### src/rtl/multicycle_cpu_param.sv
// Parametrised multi-cycle CPU without an accumulator.
// Five states: FETCH, DECODE, EXECUTE, STORE and HALTED.
// The program is loaded at run time through a write port.
// The register file can be read combinationally through a debug port.
//
// Ports:
//   clk          rising-edge clock
//   rst          synchronous active-high reset (PC, state, IR, W, flags, register file)
//   run          1 lets FETCH advance, 0 stalls in FETCH
//   imem_we      program-load write enable
//   imem_waddr   program-load address
//   imem_wdata   program-load instruction word {opc[3:0], ra, rb, rd}
//   dbg_raddr    debug register read address
//   dbg_rdata    register file entry at dbg_raddr (combinational)
//   PC           program counter
//   state        FETCH=0, DECODE=1, EXECUTE=2, STORE=3, HALTED=4
//   zflag        zero flag
//   halted       1 while in HALTED
//   illegal      sticky undefined-opcode flag
module multicycle_cpu_param #(
  parameter int unsigned DW    = 8,
  parameter int unsigned IM_AW = 8,
  parameter int unsigned RF_AW = 4,
  localparam int unsigned IW   = 4 + 3 * RF_AW
) (
  input  logic             clk,
  input  logic             rst,
  input  logic             run,
  input  logic             imem_we,
  input  logic [IM_AW-1:0] imem_waddr,
  input  logic [IW-1:0]    imem_wdata,
  input  logic [RF_AW-1:0] dbg_raddr,
  output logic [DW-1:0]    dbg_rdata,
  output logic [IM_AW-1:0] PC,
  output logic [2:0]       state,
  output logic             zflag,
  output logic             halted,
  output logic             illegal
);

  localparam int unsigned ImDepth = 2 ** IM_AW;
  localparam int unsigned RfDepth = 2 ** RF_AW;
  localparam logic [DW-1:0] DwLim = DW'(DW);

  localparam logic [3:0] OpHalt = 4'd0;
  localparam logic [3:0] OpLri  = 4'd1;
  localparam logic [3:0] OpMv   = 4'd2;
  localparam logic [3:0] OpAnd  = 4'd3;
  localparam logic [3:0] OpAdd  = 4'd4;
  localparam logic [3:0] OpSub  = 4'd5;
  localparam logic [3:0] OpOr   = 4'd6;
  localparam logic [3:0] OpXor  = 4'd7;
  localparam logic [3:0] OpMvnz = 4'd8;
  localparam logic [3:0] OpShl  = 4'd9;
  localparam logic [3:0] OpShr  = 4'd10;
  localparam logic [3:0] OpJmp  = 4'd11;
  localparam logic [3:0] OpJz   = 4'd12;

  typedef enum logic [2:0] {
    StFetch   = 3'd0,
    StDecode  = 3'd1,
    StExecute = 3'd2,
    StStore   = 3'd3,
    StHalted  = 3'd4
  } state_e;

  logic [IW-1:0]    imem_q [ImDepth];
  logic [DW-1:0]    rf_q   [RfDepth];

  state_e           state_q, state_d;
  logic [IM_AW-1:0] pc_q, pc_d;
  logic [IW-1:0]    ir_q, ir_d;
  logic [DW-1:0]    w_q, w_d;
  logic             zflag_q, zflag_d;
  logic             illegal_q, illegal_d;
  logic             rf_we;

  // Instruction fields; {ra, rb} doubles as the immediate / jump target.
  logic [3:0]         opc;
  logic [RF_AW-1:0]   ra, rb, rd;
  logic [2*RF_AW-1:0] imm;
  logic [DW-1:0]      rf_a, rf_b;
  logic               shift_big;
  logic               sets_z;

  assign opc  = ir_q[IW-1 -: 4];
  assign ra   = ir_q[3*RF_AW-1 -: RF_AW];
  assign rb   = ir_q[2*RF_AW-1 -: RF_AW];
  assign rd   = ir_q[RF_AW-1:0];
  assign imm  = ir_q[3*RF_AW-1:RF_AW];
  assign rf_a = rf_q[ra];
  assign rf_b = rf_q[rb];

  assign shift_big = (rf_b >= DwLim);

  // Only logic/arithmetic results update the zero flag; moves leave it alone.
  always_comb begin
    sets_z = 1'b0;
    case (opc)
      OpAnd, OpAdd, OpSub, OpOr, OpXor, OpShl, OpShr: sets_z = 1'b1;
      default:                                        sets_z = 1'b0;
    endcase
  end

  always_comb begin
    state_d   = state_q;
    pc_d      = pc_q;
    ir_d      = ir_q;
    w_d       = w_q;
    zflag_d   = zflag_q;
    illegal_d = illegal_q;
    rf_we     = 1'b0;
    case (state_q)
      StFetch: begin
        if (run) begin
          ir_d    = imem_q[pc_q];
          state_d = StDecode;
        end
      end
      StDecode: begin
        pc_d    = pc_q + IM_AW'(1);
        state_d = StExecute;
      end
      StExecute: begin
        state_d = StStore;
        case (opc)
          OpHalt: state_d = StHalted;
          OpLri:  w_d = DW'(imm);
          OpMv:   w_d = rf_a;
          OpAnd:  w_d = rf_a & rf_b;
          OpAdd:  w_d = rf_a + rf_b;
          OpSub:  w_d = rf_a - rf_b;
          OpOr:   w_d = rf_a | rf_b;
          OpXor:  w_d = rf_a ^ rf_b;
          OpMvnz: begin
            if (rf_b != '0) begin
              w_d = rf_a;
            end else begin
              state_d = StFetch;
            end
          end
          OpShl:  w_d = shift_big ? '0 : (rf_a << rf_b);
          OpShr:  w_d = shift_big ? '0 : (rf_a >> rf_b);
          OpJmp: begin
            pc_d    = IM_AW'(imm);
            state_d = StFetch;
          end
          OpJz: begin
            if (zflag_q) begin
              pc_d = IM_AW'(imm);
            end
            state_d = StFetch;
          end
          default: begin
            illegal_d = 1'b1;
            state_d   = StHalted;
          end
        endcase
      end
      StStore: begin
        rf_we = 1'b1;
        if (sets_z) begin
          zflag_d = (w_q == '0);
        end
        state_d = StFetch;
      end
      StHalted: state_d = StHalted;
      default:  state_d = StFetch;
    endcase
  end

  always_ff @(posedge clk) begin
    if (rst) begin
      state_q   <= StFetch;
      pc_q      <= '0;
      ir_q      <= '0;
      w_q       <= '0;
      zflag_q   <= 1'b0;
      illegal_q <= 1'b0;
      for (int unsigned i = 0; i < RfDepth; i++) begin
        rf_q[i] <= '0;
      end
    end else begin
      state_q   <= state_d;
      pc_q      <= pc_d;
      ir_q      <= ir_d;
      w_q       <= w_d;
      zflag_q   <= zflag_d;
      illegal_q <= illegal_d;
      if (rf_we) begin
        rf_q[rd] <= w_q;
      end
    end
  end

  // Program memory is not cleared by reset; a same-cycle FETCH sees the old word.
  always_ff @(posedge clk) begin
    if (imem_we) begin
      imem_q[imem_waddr] <= imem_wdata;
    end
  end

  assign dbg_rdata = rf_q[dbg_raddr];
  assign PC        = pc_q;
  assign state     = state_q;
  assign zflag     = zflag_q;
  assign halted    = (state_q == StHalted);
  assign illegal   = illegal_q;

endmodule
### config.mk
export PLATFORM = sky130hd
export DESIGN_NAME = multicycle_cpu_param
export DESIGN_NICKNAME = d
export VERILOG_FILES = /design/src/rtl/multicycle_cpu_param.sv
export SDC_FILE = /design/constraint.sdc
export NUM_CORES = 2
export LEC_CHECK = 0
export BUFFER_PORTS_ARGS = -buffer_cell sky130_fd_sc_hd__buf_4
export CELL_PAD_IN_SITES_DETAIL_PLACEMENT = 0
export CELL_PAD_IN_SITES_GLOBAL_PLACEMENT = 1
export CORE_ASPECT_RATIO = 0.5
export CORE_MARGIN = 2
export CORE_UTILIZATION = 33
export CTS_CLUSTER_DIAMETER = 120
export DETAILED_ROUTE_END_ITERATION = 10
export GPL_TIMING_DRIVEN = 0
export PLACE_DENSITY_LB_ADDON = 0.1
export SYNTH_ARGS = -nofsm -noshare
export SYNTH_HDL_FRONTEND = slang
export SYNTH_MEMORY_MAX_BITS = 65536
export SYNTH_SLANG_ARGS = --single-unit
### constraint.sdc
create_clock -name clk -period 5.7 [get_ports clk]
set_clock_uncertainty 0.2 [all_clocks]
set_input_delay 0.57 -clock clk [delete_from_list [all_inputs] [get_ports clk]]
set_output_delay 0.57 -clock clk [all_outputs]
set_load 0.03 [all_outputs]
Yosys cells after proc, flatten, opt, wreduce, memory -nomap -nowiden
Memory sizes are Yosys's and may differ from the RTL's. A register that Yosys moved wholly into a read port is not among the register bits.
Cells that the tools add are included.
{"block": "op_classes", "shift": 2, "bitwise_logic": 4, "n_reduce_logical": 16, "n_addsub": 3, "muxes": 23, "n_lt_le_gt_ge": 1, "n_eq_ne": 20}
{"operator": "one-hot mux 8 bit (10 select lines)", "n": 1}
{"operator": "two-way mux 8 bit", "n": 5}
{"operator": "one-hot mux 8 bit (2 select lines)", "n": 2}
{"operator": "equality test 4 bit, second input constant", "n": 5}
{"operator": "equality test 4 x 3 -> 1 bit, second input constant", "n": 4}
{"operator": "OR reduction 13 bit", "n": 1}
{"operator": "one-hot mux 3 bit (4 select lines)", "n": 1}
{"operator": "two-way mux 1 bit", "n": 10}
{"operator": "nonzero test 10 bit", "n": 1}
{"operator": "one-hot mux 3 bit (3 select lines)", "n": 1}
{"operator": "OR reduction 9 bit", "n": 1}
{"operator": "adder 8 x 1 -> 8 bit, second input constant", "n": 1}
{"operator": "adder 8 bit", "n": 1}
{"operator": "AND 8 bit", "n": 1}
{"operator": "equality test 4 x 2 -> 1 bit, second input constant", "n": 2}
{"operator": "greater-or-equal comparator 8 x 4 -> 1 bit, second input constant", "n": 1}
{"operator": "logical NOT 8 bit", "n": 1}
{"operator": "bitwise OR 8 bit", "n": 1}
{"operator": "nonzero test 8 bit", "n": 1}
{"operator": "OR reduction 8 bit", "n": 1}
{"operator": "<< shifter 8 x 8 -> 8 bit", "n": 1}
{"operator": ">> shifter 8 x 8 -> 8 bit", "n": 1}
{"operator": "subtractor 8 bit", "n": 1}
{"operator": "XOR 8 bit", "n": 1}
{"operator": "18 further kinds", "n": 23}
{"block": "totals", "ff_bits": 21, "inputBits": 32, "ram_bits": 4224, "memories": 2, "wordCells": 76}
{"name": "imem_q", "words": 256, "width": 16, "read_ports": 1, "rd_ports_with_merged_regs": 1, "wr": 1, "line": "67", "rtl": "logic [IW-1:0] imem_q [ImDepth];"}
{"name": "rf_q", "words": 16, "width": 8, "read_ports": 3, "rd_ports_with_merged_regs": 0, "wr": 16, "line": "68", "rtl": "logic [DW-1:0] rf_q [RfDepth];"}

Depth between registers and ports, before layout
{"block": "depth", "depth_word": 7, "mapped_depth": 19, "depth_no_buf": 16}

Worst setup path after synthesis
Ideal clock, no wire load.
{"block": "synth_path", "path_type": "reg-to-reg", "from": "register ir_q[4], read port of imem_q", "to": "register w_q[7]", "setup_time_ps": 101, "n_path_buf": 3, "arrival_ps": 4145, "synth_period_minus_slack_ps": 4446, "path_slack_ps": 1254, "stages_incl_launch_ff": 20, "cell_sequence": "dfxtp_1 buf_4 buf_4 mux4_2 a22o_1 a221oi_2 clkbuf_1 ha_1 nand2_1 o21ai_0 inv_1 ha_1 nor2b_1 o21a_1 o211ai_1 a31oi_1 xnor2_1 mux2i_1 a211oi_1 o41ai_1"}
{"block": "synth_between", "elab_chain_cells": 4, "word_cells_on_any_way": 15}
{"item": "start: declaration", "line": "72", "rtl": "logic [IW-1:0] ir_q, ir_d;"}
{"item": "memory (16 x 8 bit) *"}
{"item": "greater-or-equal comparator 8 x 4 -> 1 bit (tied with other cells)", "line": "94", "rtl": "assign shift_big = (rf_b >= DwLim);"}
{"item": "two-way mux 8 bit (tied with other cells)", "line": "143", "rtl": "OpShr: w_d = shift_big ? '0 : (rf_a >> rf_b);"}
{"item": "one-hot mux 8 bit (10 select lines) / AND reduction 3 bit (equally long branches)"}
{"item": "end signal: assignment", "line": "187", "rtl": "w_q <= w_d;"}
{"item": "end: declaration", "line": "73", "rtl": "logic [DW-1:0] w_q, w_d;"}
Every way passes the cells marked *; elsewhere a longest branch is shown, timed or not.
A chain may end at the register's enable or synchronous reset.

==> metrics.csv <==
stage,metric,value,unit
setup_path,worst_path_bufs_invs,3,
route,viasPerCell,5.398,
setup_path,critical_path_capture_point_type,flop,
route,wire_length_per_cell,36.70,um
global_route,pin_count_of_the_biggest_net_entering_global_routing,139,
route,postRouteWirelength,548.7,mm
logic_synthesis,post_synthesis_instance_area,167500,um2
layout,most_frequent_cells_in_the_layout,"sky130_fd_sc_hd__edfxtp_1 (4224), sky130_fd_sc_hd__mux4_2 (1452), sky130_fd_sc_hd__clkbuf_16 (420), sky130_fd_sc_hd__clkbuf_1 (255), sky130_fd_sc_hd__nor2_2 (251)",
setup_path,crit_fanout,10,
layout,fill_cell_total_of_the_finished_layout,44684,
setup_path,r2r_startpoint,PC[0],
layout,final_common_cell,sky130_fd_sc_hd__edfxtp_1,
placed_design,port-buffer-count,47,
route,detail_route.drc_violations,0,
floorplan,std_cell_core_area,504000,um2
layout,final_area,196500,um2
floorplan,die_height,507.8,um
floorplan,dieArea,513600,um2
timing,unrepaired_setup_endpoints_after_global_routing,yes,
floorplan,die_width,1.012,mm
layout,syn_to_final_growth,17.34,%
logic_synthesis,netlist_top_cells_area,"sky130_fd_sc_hd__edfxtp_1 (76%), sky130_fd_sc_hd__mux4_2 (20%), sky130_fd_sc_hd__nor2_1 (0.71%)",
timing,setup_total_negative_slack,0,ns
logic_synthesis,async_reset_ff_frac,0,
power_and_ir_drop,power.share.switching,0.2408,
power_and_ir_drop,internal_power,52580,uW
layout,design.final.nets,7937,
setup_path,critical_path_sink,ir_q[15],
timing,final.period_utilization,0.9896,
logic_synthesis,yosys.area.top_type_share,0.7573,
logic_synthesis,count_of_flip_flops_with_a_built_in_enable_after_synthesis,4224,
global_route,track_usage,0.2111,
clock_tree,tritoncts_buffers,412,
setup_path,worst-endpoint-required,6.32,ns
setup_path,timing.critical_path.slowest_cell_delay,0.73,ns
timing,hold_viol_final,0,
power_and_ir_drop,net-switching-power,16680,uW
floorplan,io_pins,54,
timing,fmax,0.1773,GHz
logic_synthesis,synth.avg_cell_area,23.62,um2
setup_path,worstSetupPathType,reg2reg,
setup_path,worst-endpoint-arrival,6.26,ns
logic_synthesis,yosys_register_bits,4261,
placed_design,place_congestion,0.8295,
logic_synthesis,post-synth-top-area-cell,sky130_fd_sc_hd__edfxtp_1,
timing,final_setup_vio_count,0,
setup_path,critical_path_depth,10,
global_route,grt-ovfl-total,0,
flow_run,timing.max_cap.violations,2,
floorplan,rows,184,
logic_synthesis,synthCells,7090,
route,num_vias,80717,
logic_synthesis,synth_cell_types,64,
layout,multiInputGateArea,38790,um2
logic_synthesis,synth.yosys.seq_area_share,0.7617,
global_route,number_of_global_route_vias_before_repair,81038,
setup_path,crit_path_start,PC[0],
setup_path,cpMaxStageDelayCell,sky130_fd_sc_hd__dfxtp_2,
worst_hold_path,worst_hold_path_type,in2reg,
clock_tree,cts.sink_count,4261,
status,status,"finished, violations left",
power_and_ir_drop,cellLeakagePower,0.05871,uW
clock_tree,cts_setup_buffers,0,
timing,timing.final.max_slew_violations,22,
route,route.antenna.remaining_nets,0,
timing,worst-slew-pin-transition,1.541,ns
timing,timing.max_slew.rel_slack,-0.02746,
route,dr.pass1.iters,7,
status,failed_checks,"capacitance limit, slew limit",
logic_synthesis,synth_top_flop_cell,sky130_fd_sc_hd__edfxtp_1,
clock_tree,htree_num_levels,5,
setup_path,r2r_end,ir_q[15],
clock_tree,cts.clk_slew.worst_paths,0.06,ns
setup_path,critical_path_s_top_delay_family,multiplexers,
clock_tree,ctsLongestPathBuffers,4,
placed_design,dp_cells,14147,
logic_synthesis,synth_warn,0,
floorplan,initial_utilization,0.3324,
setup_path,worst-r2r-setup-slack,0.06,ns
global_route,antenna_found_initial,55,
route,initialDrtViolationCount,10001,
timing,post-route-min-period,5.641,ns
power_and_ir_drop,power.density,352.4,nW/um2
clock_tree,clock-root-buffer,sky130_fd_sc_hd__clkbuf_16,
placed_design,hpwl,382.7,mm
power_and_ir_drop,pwr-share-clk,0.402,
clock_tree,cts_tree,built,
placed_design,dpl_cell_area,182900,um2
logic_synthesis,mappedNetlistNets,7148,
setup_path,worst-r2r-cell-count,10,
worst_hold_path,whs_path_depth,3,
setup_path,critPathMostFrequentCell,sky130_fd_sc_hd__mux4_2,
power_and_ir_drop,power.ir.vdd_worst,0.2543,mV
clock_tree,clock_insertion_delay_worst_skew,0.99,ns
global_route,grt_first_pass_wirelength,739.2,mm
layout,share_of_post_route_cells_with_drive_strength_above_1,0.3547,
layout,seqCellArea,127600,um2
layout,stdcell_count,14952,
power_and_ir_drop,comb_power_share,0.098,
power_and_ir_drop,reg_power_frac,0.500,
setup_path,crit_path_start_kind,flop,
setup_path,worstPathCellList,"buf_2, clkbuf_2, buf_2, mux4_2, mux4_2, mux4_2, mux2_2, nand2_1, o21ai_1, a22o_1",
-- repair_timing --
item / 4_1_cts / 5_1_grt
endpoints found under the hold margin: 837 / 0
resized for setup: 63 / 16
hold buffers: 17 / 0
pin swaps: 0 / 0
endpoints found under the setup margin: 22 / 13
-- synthesized netlist by cell type (5+ instances only) --
cell type	count
sky130_fd_sc_hd__nor3_1	15
sky130_fd_sc_hd__nor2_1	316
sky130_fd_sc_hd__inv_1	25
sky130_fd_sc_hd__nand4_1	6
sky130_fd_sc_hd__xnor2_1	10
sky130_fd_sc_hd__or2_2	18
sky130_fd_sc_hd__or3_1	6
sky130_fd_sc_hd__clkbuf_1	251
sky130_fd_sc_hd__edfxtp_1	4224
sky130_fd_sc_hd__mux4_2	1452
sky130_fd_sc_hd__o21ai_1	16
sky130_fd_sc_hd__o211ai_1	6
sky130_fd_sc_hd__buf_2	112
sky130_fd_sc_hd__a31oi_1	7
sky130_fd_sc_hd__nor2b_1	19
sky130_fd_sc_hd__and3_1	5
sky130_fd_sc_hd__a21boi_0	5
sky130_fd_sc_hd__and2_1	137
sky130_fd_sc_hd__mux2_2	19
sky130_fd_sc_hd__o21ai_0	30
sky130_fd_sc_hd__a22o_1	23
sky130_fd_sc_hd__a21oi_1	24
sky130_fd_sc_hd__buf_4	9
sky130_fd_sc_hd__a211oi_1	8
sky130_fd_sc_hd__nand2_1	94
sky130_fd_sc_hd__ha_1	25
sky130_fd_sc_hd__a22oi_1	17
sky130_fd_sc_hd__buf_1	40
sky130_fd_sc_hd__mux2i_1	29
sky130_fd_sc_hd__nand3_1	28
sky130_fd_sc_hd__a221oi_1	5
sky130_fd_sc_hd__dfxtp_1	37
sky130_fd_sc_hd__o22ai_1	5
sky130_fd_sc_hd__nand2b_1	10
-- how the worst min path moves through the flow --
stage,start,slack (ns),endpoint
global route,rst,0.14,state[2]
detailed placement,ir_q[2],0.35,ir_q[2]
floorplan,w_q[5],0.29,w_q[5]
CTS,rst,0.07,state[2]
finish,rst,0.16,state[2]
global placement,ir_q[2],0.35,ir_q[2]
-- worst min-delay path, stage by stage --
cell	delay, ns
sky130_fd_sc_hd__clkbuf_1	0.19
sky130_fd_sc_hd__clkbuf_1	0.33
sky130_fd_sc_hd__nor2_1	0.16
-- stage by stage --
stage               hold slack (ns)  setup slack, ns  power, uW    util
floorplan                    0.2916            1.254      38790       -
global placement             0.3495           -2.806      42100  0.3497
detailed placement           0.3507          -0.8988      42190  0.3629
CTS                         0.06791         0.005894      69970  0.3897
global route                 0.1428        -0.005541      71340  0.3898
finish                       0.1603          0.05948      69260  0.3900
-- sequential cells by signal (all words and copies together) (netlist names) --
name / count
rf_q: 128
PC: 8
imem_q: 4096
state: 3
zflag: 1
w_q: 8
ir_q: 16
illegal: 1
-- kinds of logic (layout without fill, tap and decap cells) --
kind of cell,count (synthesis),in the layout,share of synthesized area
compound gates,181,181,0.007612
xor+xnor,11,11,0.0005752
fa+ha+maj,26,26,0.001987
buf+inv,439,1570,0.01097
flops,4261,4261,0.7617
mux,1500,1500,0.1983
other cells,0,35,0
simple gates,672,672,0.01888
-- area by class of cell --
type                    instances  area share
inverters                      25   0.0004775
repair buffers                379     0.03284
clock buffers                 509     0.05523
diodes                         35   0.0004456
well taps                    6696     0.04263
flip-flops and latches       4261      0.6492
plain buffers                 410    0.009670
multi-input cells            2390      0.1974
clock inverters               247     0.01217
-- power by group through the flow --
stage,combinational (uW),clock [uW],sequential (uW)
2_1_floorplan,3540,0,35300
3_3_place_gp,6740,0,35400
4_1_cts,6930,28400,34600
5_1_grt,7130,29600,34600
3_5_place_dp,6900,0,35300
6_report,6820,27800,34600
-- routing by layer --
layer | track usage | part of all wire | wire length (um) | vias up
met5 | 0 | 0.000056 | 31 | -
met4 | 0.03897 | 0.019 | 10440 | 4
met3 | 0.04096 | 0.065 | 35720 | 546
met2 | 0.3313 | 0.46 | 254300 | 2589
met1 | 0.3104 | 0.45 | 248200 | 45354
li1 | - | - | - | 32224
(Power assumes the default switching activity.)
